## src/rtl/serv_fpu_seq.sv

```systemverilog
// Sequencer for the bit-serial FPU datapath on the SERV extension interface.
// Drives operand shift-in, op-dependent execution and result shift-out enables.
module serv_fpu_seq #(
  parameter int W       = 1,
  parameter int LAT_ADD = 4,
  parameter int LAT_MUL = 8,
  parameter int LAT_DIV = 32
) (
  input  logic       i_clk,
  input  logic       i_rst,
  input  logic       i_fpu_valid,
  input  logic [2:0] i_fpu_op,
  input  logic       i_special,
  input  logic       i_flush,
  input  logic       i_cnt_en,
  input  logic       i_cnt_done,
  output logic       o_busy,
  output logic       o_ld_en,
  output logic       o_exec_en,
  output logic [2:0] o_exec_op,
  output logic       o_st_en,
  output logic       o_fpu_ready,
  output logic       o_bypass
);

  typedef enum logic [2:0] {
    S_IDLE,
    S_LOAD,
    S_EXEC,
    S_DONE,
    S_WB
  } state_t;

  localparam logic [5:0] LOAD_LAST = 6'(32 / W - 1);
  localparam logic [5:0] ADD_LAST  = 6'(LAT_ADD - 1);
  localparam logic [5:0] MUL_LAST  = 6'(LAT_MUL - 1);
  localparam logic [5:0] DIV_LAST  = 6'(LAT_DIV - 1);

  state_t     r_state;
  state_t     w_next;
  logic [5:0] r_cnt;
  logic [2:0] r_op;
  logic       r_bypass;
  logic [5:0] w_lat_last;
  logic       w_load_last;
  logic       w_exec_last;
  logic       w_accept;

  always_comb begin
    w_lat_last = ADD_LAST;
    case (r_op)
      3'b010:         w_lat_last = MUL_LAST;
      3'b011, 3'b100: w_lat_last = DIV_LAST;
      default:        w_lat_last = ADD_LAST;
    endcase
  end

  assign w_load_last = (r_state == S_LOAD) && (r_cnt == LOAD_LAST);
  assign w_exec_last = (r_state == S_EXEC) && (r_cnt == w_lat_last);
  assign w_accept    = (r_state == S_IDLE) && i_fpu_valid && !i_flush;

  // Flush overrides every transition, including acceptance in IDLE.
  always_comb begin
    w_next = r_state;
    if (i_flush) begin
      w_next = S_IDLE;
    end else begin
      case (r_state)
        S_IDLE: if (i_fpu_valid) w_next = S_LOAD;
        S_LOAD: if (w_load_last) w_next = i_special ? S_DONE : S_EXEC;
        S_EXEC: if (w_exec_last) w_next = S_DONE;
        S_DONE: w_next = S_WB;
        S_WB:   if (i_cnt_en && i_cnt_done) w_next = S_IDLE;
        default: w_next = S_IDLE;
      endcase
    end
  end

  // The beat counter restarts on every state change so LOAD and EXEC share it.
  always_ff @(posedge i_clk or posedge i_rst) begin
    if (i_rst) begin
      r_state  <= S_IDLE;
      r_cnt    <= '0;
      r_op     <= '0;
      r_bypass <= 1'b0;
    end else begin
      r_state <= w_next;
      if (w_next != r_state)
        r_cnt <= '0;
      else if ((r_state == S_LOAD) || (r_state == S_EXEC))
        r_cnt <= r_cnt + 6'd1;
      if (w_accept)
        r_op <= i_fpu_op;
      if (i_flush || w_accept)
        r_bypass <= 1'b0;
      else if (w_load_last)
        r_bypass <= i_special;
    end
  end

  assign o_busy      = (r_state != S_IDLE);
  assign o_ld_en     = (r_state == S_LOAD);
  assign o_exec_en   = (r_state == S_EXEC);
  assign o_st_en     = (r_state == S_WB) && i_cnt_en;
  assign o_fpu_ready = (r_state == S_DONE);
  assign o_exec_op   = r_op;
  assign o_bypass    = r_bypass;

endmodule

```

## config.mk

```make
export PLATFORM = sky130hd
export DESIGN_NAME = serv_fpu_seq
export DESIGN_NICKNAME = d
export VERILOG_FILES = /design/src/rtl/serv_fpu_seq.sv
export SDC_FILE = /design/constraint.sdc
export NUM_CORES = 1
export LEC_CHECK = 0
export BUFFER_PORTS_ARGS = -buffer_cell sky130_fd_sc_hd__buf_4
export CORE_ASPECT_RATIO = 0.8
export CORE_UTILIZATION = 50
export CTS_BUF_LIST = sky130_fd_sc_hd__clkbuf_16
export CTS_CLUSTER_DIAMETER = 150
export DETAILED_ROUTE_END_ITERATION = 8
export HOLD_SLACK_MARGIN = 0.03
export PLACE_DENSITY = 0.84
export SLEW_MARGIN = 15
export SYNTH_ARGS = -nofsm -noshare
export SYNTH_HDL_FRONTEND = slang
export SYNTH_SLANG_ARGS = --single-unit
export TNS_END_PERCENT = 30
```

## constraint.sdc

```tcl
create_clock -name i_clk -period 2.21 [get_ports i_clk]
set_input_delay 0.1105 -clock i_clk [delete_from_list [all_inputs] [get_ports i_clk]]
set_output_delay 0.1105 -clock i_clk [all_outputs]
set_load 0.1 [all_outputs]
```

After elaboration in Yosys (flattened, before gate mapping)
Index checks and enable logic that the tools add are counted.
Word-level totals
  bits in registers: 13
  word-level logic and storage cells: 41
  bits of input ports: 10
  output and inout bits: 9
Cells by class
  equal/unequal tests: 10
  reduce and logical (&&, ||, !) cells: 14
  mux-type cells: 12
  add/subtract/negate cells: 1
Operator list (number)
  3-bit two-way mux: 5
  3-bit one-hot mux with 5 select lines: 1
  3-bit by 2-bit equality test with 1-bit output, second input constant: 4
  6-bit two-way mux: 2
  5-bit one-hot mux with 2 select lines: 1
  6-bit by 1-bit adder with 6-bit output, second input constant: 1
  3-bit equality test, second input constant: 2
  6-bit by 5-bit equality test with 1-bit output, second input constant: 1
  6-bit equality test: 1
  1-bit logical AND: 6
  2-bit nonzero test: 2
  3-bit by 1-bit equality test with 1-bit output, second input constant: 1
  3-bit zero test: 1
  1-bit two-way mux: 3
  3-bit inequality test: 1
  3-bit nonzero test: 1
  1-bit logical OR: 2
  2-bit OR reduction: 1
  1-bit zero test: 1

Depth between registers and ports, before layout
  word-level depth: 10
  mapped depth: 6
  mapped depth without buffers: 6

Worst setup path before layout
No wires, ideal clock.
  kind: register -> output
  start: register r_state[2]
  end: output port o_st_en
  arrival: 3815 ps
  cell stages (with the launch flop): 4
  slack: -1716 ps
  buffers on the path: 1
  data required time: 2099 ps
  path through: dfrtp_1 -> clkbuf_1 -> inv_1 -> nor4b_1
Between the ends
  longest elaborated chain between the ends: 2
Ends and longest elaborated chain
  from (decl): RTL line 39  | state_t r_state;
  from (signal assigned): RTL line 87  | r_state <= w_next;
  3-bit equality test: RTL line 104  | assign o_st_en = (r_state == S_WB) && i_cnt_en;
  1-bit logical AND: RTL line 104
  to (decl): RTL line 21  | output logic o_st_en,
No other way between the ends.

Worst setup path after layout
  start: register r_cnt[0]
  end: register r_cnt[2]
Between the ends
  longest elaborated chain between the ends: 7
  elaborated cells on any way between the ends: 13
  classes of those cells: 1 x add/sub; 3 x eq/ne; 6 x mux; 3 x reduce/logical
Ends and longest elaborated chain
  from (decl): RTL line 41  | logic [5:0] r_cnt;
  from (signal assigned): RTL line 91  | r_cnt <= r_cnt + 6'd1;
  6-bit equality test or 6-bit by 5-bit equality test with 1-bit output (tied branches): RTL line 59, 58
  1-bit logical AND (on tied branches): RTL line 59, 58
  3-bit two-way mux (on tied branches): RTL line 71, 70
  3-bit one-hot mux with 5 select lines: RTL line 68  | case (r_state)
  3-bit two-way mux: RTL line 65  | if (i_flush) begin
  3-bit inequality test: RTL line 88  | if (w_next != r_state)
  6-bit two-way mux or 2-bit nonzero test (tied branches)
Parallel ways exist; a longest one is shown, timed or not. The select of a mux whose other input is x is not followed.
A chain may end at the register's enable or synchronous reset.

==> parameters.txt <==
Parameter                              Value

Clocking
  CTS clock-pin slew for the worst setup and hold paths ... 50 ps
  Number of buffers added for setup after CTS ... 0
  Max clock buf depth ... 2
  Post-cts gate resize count ... 0
  Clock sinks ... 13
  Insertion delay of the later-clocked pin in the worst-skew pair ... 240 ps
  Buffer type at the clock tree root ... clkbuf_16
  TritonCTS buffer count ... 3
  H-Tree Depth ... 1
  Clock tree from TritonCTS ... yes

Die
  Initial standard-cell utilization of the core ... approximately 53%
  Area of the placeable core ... 1630 sq um
  Die height ... 39.2 microns
  Horizontal extent of the die ... around 48 microns
  Die Outline Area ... 1900 sq um
  Rows ... 13
  I/O pin total ... 19

Synthesis
  Number of distinct library cells after synthesis ... 38
  Fraction of synthesis flops using an asynchronous set or reset pin ... 100%
  Mapped Cells ... 90
  Post-synthesis cell type with the largest combined area ... dfrtp_1
  Post-synthesis instance area ... 865 sq um
  Yosys Warn Count ... 0
  Synth top area cells ... dfrtp_1, xnor2_1, mux2_2, mux2i_1, a211oi_1
  Portion of the post-synthesis area used by sequential elements ... 37.6%
  Avg Inst Size Synth ... 9.61 sq um
  Most common flop cell mapped by yosys ... dfrtp_1
  Number of synthesized flops with an enable pin ... 0
  Area share of the largest cell type after synthesis ... 37.6%
  Number of nets in the synthesized netlist ... 101
  Count of state elements after synthesis ... 13

Placement
  Post-DP HPWL ... 1550 microns
  Gpl congestion ... 0.912
  IO buf count ... 18
  Setup Slack @ Placement ... ~200 ps
  Placed standard-cell area ... a little over 1000 sq um

Drt
  DRC violation count after routing ... 0
  Vias per inst ... 6.19
  Starting DRT DRC Count ... 51
  Via count ... 823
  Final WL ... between 2000 and 2500 microns
  Average wire length per cell after detail routing ... 16.2 microns
  Pre-Repair DR Iteration Count ... 4
  Remaining antenna violation count after routing ... 0

Power and ir drop
  Maximum vdd drop ... approximately 0.74 mV
  PwrDens ... approximately 750 nW/um^2
  Leakage power total ... 0.482 nW

Hold path
  Number of cells traversed by the worst hold path ... 2
  Worst hold start ... i_flush
  Type of the worst min-delay path ... in -> reg
  Worst Hold Path EP ... o_bypass

Layout
  Share of post-route cells with drive strength above 1 ... 33.3%
  Total inserted antenna cells ... 0
  Signed area change from the synthesized netlist to the final layout ... 29.5%
  Nets ... 123
  Post-route cell area ... 1120 sq um

Job
  Number of maximum-capacitance violations ... 0

STA
  Unrepaired setup endpoints after global routing ... false
  Maximum achievable frequency ... 483 MHz
  Final worst slack ... about 140 ps
  Clock skew after layout ... between 4 and 5 ps
  Worst rel slew slack ... 66.9%
  Setup violations, final ... 0
  Pins Over Slew Limit ... 0
  Total Neg Setup Slack ... 0 ps
  Fin crit period ... just over 2000 ps
  Slew at the pin with the worst max-slew slack ... 489 ps
  Part of the cycle the worst path needs ... 93.7%
  Count of endpoints failing hold in the final timing report ... 0
  Hold slack final ... 74.6 ps

Setup path
  Worst path max stage delay ... 540 ps
  Kind of end point of the critical path ... register
  Top delay family on crit path ... simple AND/OR/NAND/NOR gates
  Worst R2R Setup Slack ... 140 ps
  Slowest stage cell, crit path ... or4b_4
  Arrival time at the worst endpoint ... 2170 ps
  Depth of the worst register-to-register path ... 6
  Endpoint of the most critical register-to-register path ... r_cnt[2]
  Worst Setup Path Type ... reg -> reg
  Critical Path Source Type ... register
  Required time at the worst-slack endpoint ... 2310 ps
  Chain of cells forming the critical path ... ha_1, nand3_2, or4b_4, o21a_1, o21ai_2, a211oi_1
  Critical Path Fanout Max ... 5
  Critical path buffers and inverters ... 0
  Critical register-to-register path startpoint ... r_cnt[0]

GRT
  Antenna violations before repair ... 0
  GR Util All Layers ... 25.0%
  First-pass GRT wire length ... approximately 3400 microns
  Largest net degree at the start of global routing ... 14
  Vias in the first global route ... 764
  GR Overflow Total ... 0

Run status
  Result of the run ... finished, final reports clean
==> repair_timing <==
| action | in CTS | in global routing |
|---|---|---|
| setup endpoints to repair | 0 | 0 |
| endpoints found under the hold margin | 13 | 0 |
| hold buffers | 1 | 0 |
==> cell usage after synthesis (2+ instances only) <==
cell	instances
nor2b_1	2
a211oi_1	4
mux2i_1	3
nor3b_1	2
o21a_1	2
xnor2_1	4
nand2_1	7
mux2_2	3
nand4_1	2
nor2_1	6
inv_1	5
o21ai_2	2
nor4b_1	3
nand3_2	2
nor3_1	3
o21ai_0	3
dfrtp_1	13
a21oi_1	3
nand3_1	2
==> cells by family (layout without fill, tap and decap cells) <==
kind of cell / Yosys count / in the layout / share of synthesized area (%)
AND/OR/NAND/NOR: 36 / 36 / 25.8
AO/OA/AOI/OAI: 20 / 20 / 17.8
XOR/XNOR: 5 / 5 / 5.06
flip-flops: 13 / 13 / 37.6
adder cells (fa/ha/maj): 1 / 1 / 1.45
multiplexers: 6 / 6 / 7.38
buffers and inverters: 9 / 30 / 4.92
==> state kept, by name (all words and copies together), names as in the netlist <==
register	count
r_cnt	6
o_exec_op	3
r_state	3
o_bypass	1
==> how the worst max path moves through the flow <==
stage | from | endpoint | slack (ps) | depth (start not counted)
after floorplan | o_exec_op[2] | r_cnt[0] | -30 | 5
after global placement | r_cnt[0] | r_cnt[3] | 270 | 6
after detailed placement | r_cnt[0] | r_cnt[1] | 200 | 6
after CTS | r_cnt[0] | r_cnt[1] | 180 | 6
after global routing | r_cnt[0] | r_cnt[2] | 60 | 6
final | r_cnt[0] | r_cnt[2] | 140 | 6
==> per-layer routing <==
layer	global-route usage (%)	part of all wire [%]	vias to the layer above
met4	8.82	1.3	0
met2	42.6	48	47
met5	0	0	-
met1	29.4	42	389
li1	-	-	379
met3	9.80	9.0	8
==> placed cells by master (no fill, tap or decap), types with 2 or more instances in the layout <==
cell	n
a211oi_1	4
a21oi_1	3
buf_4	19
clkbuf_16	3
dfrtp_1	13
inv_1	5
mux2_2	3
mux2i_1	3
nand2_1	7
nand3_1	2
nand3_2	2
nand4_1	2
nor2_1	6
nor2b_1	2
nor3_1	3
nor3b_1	2
nor4b_1	2
o21a_1	2
o21ai_0	3
o21ai_2	2
xnor2_1	4
==> where the power goes <==
part | leakage [nW] | switching, W | internal [W] | total [W]
sequential | 0.173 | 0.0000225 | 0.000255 | 0.000278
clock | 0.0409 | 0.0000995 | 0.000240 | 0.000340
combinational | 0.268 | 0.000158 | 0.0000655 | 0.000224
==> per-stage QoR <==
stage          utilization, %  total power [W]  cells
3_3_place_gp             63.3         0.000494    128
5_1_grt                  68.8         0.000880    133
4_1_cts                  68.8         0.000848    133
6_report                 68.8         0.000841    133
3_5_place_dp             63.3         0.000500    128
2_1_floorplan               -         0.000444     90
==> final cells by class <==
type,count,area [sq um]
clock inverter,1,5.00
tap,22,27.5
inverter,6,22.5
timing repair buffer,20,153
clock buffer,3,75.1
fill,118,507
sequential,13,325
multi-input combinational,68,512
No activity file was read; power rests on OpenSTA's default activity.
